$ cat config.mk
export PLATFORM = sky130hd
export DESIGN_NAME = store_lane_buffer
export DESIGN_NICKNAME = d
export VERILOG_FILES = /design/src/rtl/store_lane_buffer.sv
export SDC_FILE = /design/constraint.sdc
export NUM_CORES = 1
export LEC_CHECK = 0
export CAP_MARGIN = 20
export CORE_MARGIN = 4
export CORE_UTILIZATION = 29
export DETAILED_ROUTE_END_ITERATION = 7
export PLACE_DENSITY_LB_ADDON = 0.25
export SETUP_SLACK_MARGIN = 0.02
export SYNTH_ARGS = -nofsm -noshare
export SYNTH_HDL_FRONTEND = slang
export SYNTH_SLANG_ARGS = --single-unit
$ cat constraint.sdc
create_clock -name clk -period 11.4 [get_ports clk]
set_input_delay 1.14 -clock clk [delete_from_list [all_inputs] [get_ports clk]]
set_output_delay 1.14 -clock clk [all_outputs]
set_load 0.02 [all_outputs]
$ cat src/rtl/store_lane_buffer.sv
// Store lane formatter and FIFO write buffer between MEM stage and data memory.
// Narrows SB/SH/SW into lane-aligned writes with strobes and flags misaligned stores.
module store_lane_buffer #(
   parameter int DEPTH  = 2,
   parameter int ADDR_W = 32
) (
   input  logic              clk,
   input  logic              rst,
   input  logic              st_valid,
   input  logic [1:0]        st_op,
   input  logic [ADDR_W-1:0] st_addr,
   input  logic [31:0]       st_data,
   output logic              st_ready,
   output logic              ades,
   output logic [ADDR_W-1:0] ades_addr,
   output logic              mem_req,
   output logic [ADDR_W-1:0] mem_addr,
   output logic [31:0]       mem_wdata,
   output logic [3:0]        mem_wstrb,
   input  logic              mem_ack,
   output logic              buf_empty
);

   localparam int PW = (DEPTH > 1) ? $clog2(DEPTH) : 1;
   localparam int CW = PW + 1;
   localparam logic [CW-1:0] FULL = CW'(DEPTH);

   logic [ADDR_W-1:0] addr_q [DEPTH];
   logic [31:0]       data_q [DEPTH];
   logic [3:0]        strb_q [DEPTH];

   logic [PW-1:0]     wr_q, wr_d, rd_q, rd_d;
   logic [CW-1:0]     cnt_q, cnt_d;
   logic              ades_q, ades_d;
   logic [ADDR_W-1:0] ades_addr_q, ades_addr_d;

   logic [1:0]        a;
   logic              acc, mis, push, pop;
   logic [31:0]       fmt_data;
   logic [3:0]        fmt_strb;
   logic [ADDR_W-1:0] fmt_addr;

   assign a        = st_addr[1:0];
   assign st_ready = (cnt_q != FULL);
   assign acc      = st_valid & st_ready;
   assign mis      = ((st_op == 2'b01) & a[0]) |
                     ((st_op == 2'b10) & (a != 2'b00));
   assign push     = acc & ~mis & (st_op != 2'b11);
   assign pop      = mem_req & mem_ack;
   assign fmt_addr = {st_addr[ADDR_W-1:2], 2'b00};

   always_comb begin
      fmt_data = '0;
      fmt_strb = '0;
      case (st_op)
         2'b00: begin
            fmt_data = {4{st_data[7:0]}};
            fmt_strb = 4'b0001 << a;
         end
         2'b01: begin
            fmt_data = {2{st_data[15:0]}};
            fmt_strb = a[1] ? 4'b1100 : 4'b0011;
         end
         2'b10: begin
            fmt_data = st_data;
            fmt_strb = 4'b1111;
         end
         default: begin
            fmt_data = '0;
            fmt_strb = '0;
         end
      endcase
   end

   always_comb begin
      wr_d        = wr_q;
      rd_d        = rd_q;
      cnt_d       = cnt_q;
      ades_d      = acc & mis;
      ades_addr_d = ades_addr_q;
      if (acc & mis)
         ades_addr_d = st_addr;
      if (push)
         wr_d = wr_q + PW'(1);
      if (pop)
         rd_d = rd_q + PW'(1);
      if (push & ~pop)
         cnt_d = cnt_q + CW'(1);
      else if (pop & ~push)
         cnt_d = cnt_q - CW'(1);
   end

   always_ff @(posedge clk) begin
      if (rst) begin
         wr_q        <= '0;
         rd_q        <= '0;
         cnt_q       <= '0;
         ades_q      <= 1'b0;
         ades_addr_q <= '0;
      end else begin
         wr_q        <= wr_d;
         rd_q        <= rd_d;
         cnt_q       <= cnt_d;
         ades_q      <= ades_d;
         ades_addr_q <= ades_addr_d;
      end
   end

   // Payload needs no reset: it is only observed while count is non-zero.
   always_ff @(posedge clk) begin
      if (push & ~rst) begin
         addr_q[wr_q] <= fmt_addr;
         data_q[wr_q] <= fmt_data;
         strb_q[wr_q] <= fmt_strb;
      end
   end

   assign mem_req   = (cnt_q != '0);
   assign buf_empty = ~mem_req;
   assign mem_addr  = mem_req ? addr_q[rd_q] : '0;
   assign mem_wdata = mem_req ? data_q[rd_q] : '0;
   assign mem_wstrb = mem_req ? strb_q[rd_q] : '0;
   assign ades      = ades_q;
   assign ades_addr = ades_addr_q;

endmodule

==> results.tsv <==
metric	value	unit
drc	0	
cts_resized	0	
antenna_found_initial	1	
whs	0.4726	ns
outcome	completed	
initial_core_util	0.2953	
min_to	ades_addr[22]	
min_period_over_period	0.3430	
dp_cells	1008	
slew_viol_final	0	
worstSetupPathType	reg -> out	
cts_hold_buffers	0	
postRouteAntennaNets	0	
r2r_start	cnt_q[0]	
vias_per_cell	4.406	
max_freq	255.7	MHz
num_vias	4587	
postSynthCellCount	541	
synthMuxAreaShare	0.1487	
power.density	210.5	mW/mm^2
insertion_delay	0.41	ns
drive_above_1_share	0.06983	
place.gp.congestion	0.7843	
yosys_warnings	0	
fin_nets	774	
yosysSeqAreaShare	0.6560	
die_area	0.02742	sq mm
fin_ws	7.489	ns
final_common_cell	clkdlybuf4s50_1	
min_delay_path_depth	2	
synth-simple-area-share	0.1152	
rsz0062_at_grt	no	
first_pass_iters	4	
r2r-end	data_q[1][29]	
yosys_register_bits	170	
worstMarginPinSlew	0.8928	ns
cts.sinks	170	
ys_types	28	
crit_cells	5	
wl_per_cell	16.91	um
synth-compound-area-share	0.03909	
h-tree-depth	4	
fillers	2326	
drt_iter0_markers	241	
die_w	165.6	um
rows	57	
cp_cell_sequence	or2_2 -> inv_2 -> buf_4 -> nor2_1 -> clkdlybuf4s50_1	
cts_buffers	17	
grt_pass1_vias	4877	
wl	17600	um
seqCellArea	0.004728	sq mm
syn-cell-area	0.007202	sq mm
crit_arrival	2.77	ns
numPortBuffers	171	
final_cell_mix	170 x clkdlybuf4s50_1, 132 x edfxtp_1, 107 x mux2i_1, 80 x nor2_1, 67 x nand2b_1	
required	10.26	ns
synth-xor-area-share	0.004864	
skew	0.007625	ns
hold_viol_final	0	
grt_first_pass_wirelength	27030	um
worstHoldStart	ades_addr[22]	
clockRootBuffer	clkbuf_16	
finalSetupViolations	0	
synth_fa_ha_area_frac	0.001737	
reg2regPathDepth	4	
path_delay_family	buffers and inverters	
cts_tree	done	
r2r_slack	9.25	ns
crit_path_end_kind	primary output	
track_usage	0.1302	
crit_buf_inv	3	
fin_crit	3.911	ns
multi_input_area	0.002248	sq mm
critPathMaxFanout	35	
overflow	0	
coreArea	0.02439	sq mm
setup_tns	0	ns
grt_max_degree	73	
leakage	3.404	nW
critPathMaxStageDelay	0.57	ns
cp_slowest_cell	clkdlybuf4s50_1	
top_level_ports	174	
cts_setup_buffers	0	
maxCapViolCount	0	
hp-class	reg -> reg	
dp_hpwl	12360	um
final_cells	1041	
irDropWorstVdd	101.6	uV
slew_headroom	0.4048	
path_clk_slew	0.06	ns
die_y	165.6	um
cts_buffer_depth	2	
dp_slack	7.463	ns
synth_top_family_by_area	multiplexers	
cp-start-kind	register	
area_growth	36.45	%
postSynthAreaPerCell	13.31	sq um
## cell usage after synthesis (all sizes together)
| cell type | count | area share |
|---|---|---|
| nor2 | 81 | 0.043 |
| dfxtp | 38 | 0.11 |
| nor2b | 1 | 0.0019 |
| o31ai | 1 | 0.0010 |
| or2 | 2 | 0.0017 |
| or3 | 1 | 0.00087 |
| clkbuf | 18 | 0.0094 |
| nor3 | 2 | 0.0014 |
| mux2i | 107 | 0.15 |
| ha | 1 | 0.0017 |
| inv | 10 | 0.0052 |
| a22oi | 1 | 0.0030 |
| a21oi | 13 | 0.0090 |
| o21ai | 10 | 0.0069 |
| o21a | 1 | 0.0010 |
| conb | 1 | 0.00052 |
| nor4b | 1 | 0.0012 |
| nand2b | 67 | 0.058 |
| edfxtp | 132 | 0.55 |
| nand2 | 12 | 0.0066 |
| a21o | 16 | 0.017 |
| buf | 20 | 0.019 |
| xor2 | 4 | 0.0049 |
| a41o | 1 | 0.0014 |
## per-stage QoR
step | instance area (sq um) | power [mW] | utilization
after floorplan | 7206 | 1.169 | -
after global placement | 9179 | 1.496 | 0.3763
after detailed placement | 9226 | 1.510 | 0.3783
after CTS | 9824 | 2.105 | 0.4028
after global routing | 9824 | 2.177 | 0.4028
final | 9827 | 2.068 | 0.4029
## logic make-up after synthesis
| family | Yosys count |
|---|---|
| fa+ha+maj | 1 |
| mux | 107 |
| buf+inv | 48 |
| compound gates | 43 |
| xor+xnor | 4 |
| flops | 170 |
| other cells | 1 |
| simple gates | 167 |
## layer usage
layer	share of wire	wire length, um	track usage	vias to the layer above
li1	-	-	-	2220
met1	0.43	7539	0.1643	2192
met2	0.47	8289	0.2116	161
met3	0.089	1563	0.04592	14
met4	0.012	210	0.03825	0
met5	0	0	0	-
## how the worst max path moves through the flow
stage	slack, ns	startpoint	to
finish	7.49	cnt_q[0]	mem_wdata[2]
global route	7.24	cnt_q[0]	mem_wdata[0]
CTS	7.38	cnt_q[0]	mem_wdata[0]
detailed placement	7.46	st_op[0]	data_q[1][29]
global placement	7.36	st_op[1]	ades_addr[22]
floorplan	2.10	st_op[1]	addr_q[1][0]
## sequential cells by signal (all words and copies together) (netlist names), named ones only
signal and cells:
data_q 64, strb_q 8, rd_q 1, cnt_q 2, wr_q 1, addr_q 60
ades 1, ades_addr 32
## layout make-up
class | count | share of cell area
inverters | 10 | 0.003820
multi-input cells | 324 | 0.2288
well taps | 324 | 0.04125
flip-flops and latches | 170 | 0.4812
clock buffers | 18 | 0.04367
repair buffers | 180 | 0.1839
diodes | 1 | 0.0002546
clock inverters | 14 | 0.01719
## power breakdown
group	switching [mW]	total, mW	internal [mW]
clock	0.242	0.588	0.346
combinational	0.405	0.735	0.331
sequential	0.0318	0.745	0.713
## tightest hold or removal path: stages, from the launching register on
cell	delay [ns]
dfxtp_1	0.31
nand2b_1	0.06
mux2i_1	0.06
No activity file was read; power rests on OpenSTA's default activity.
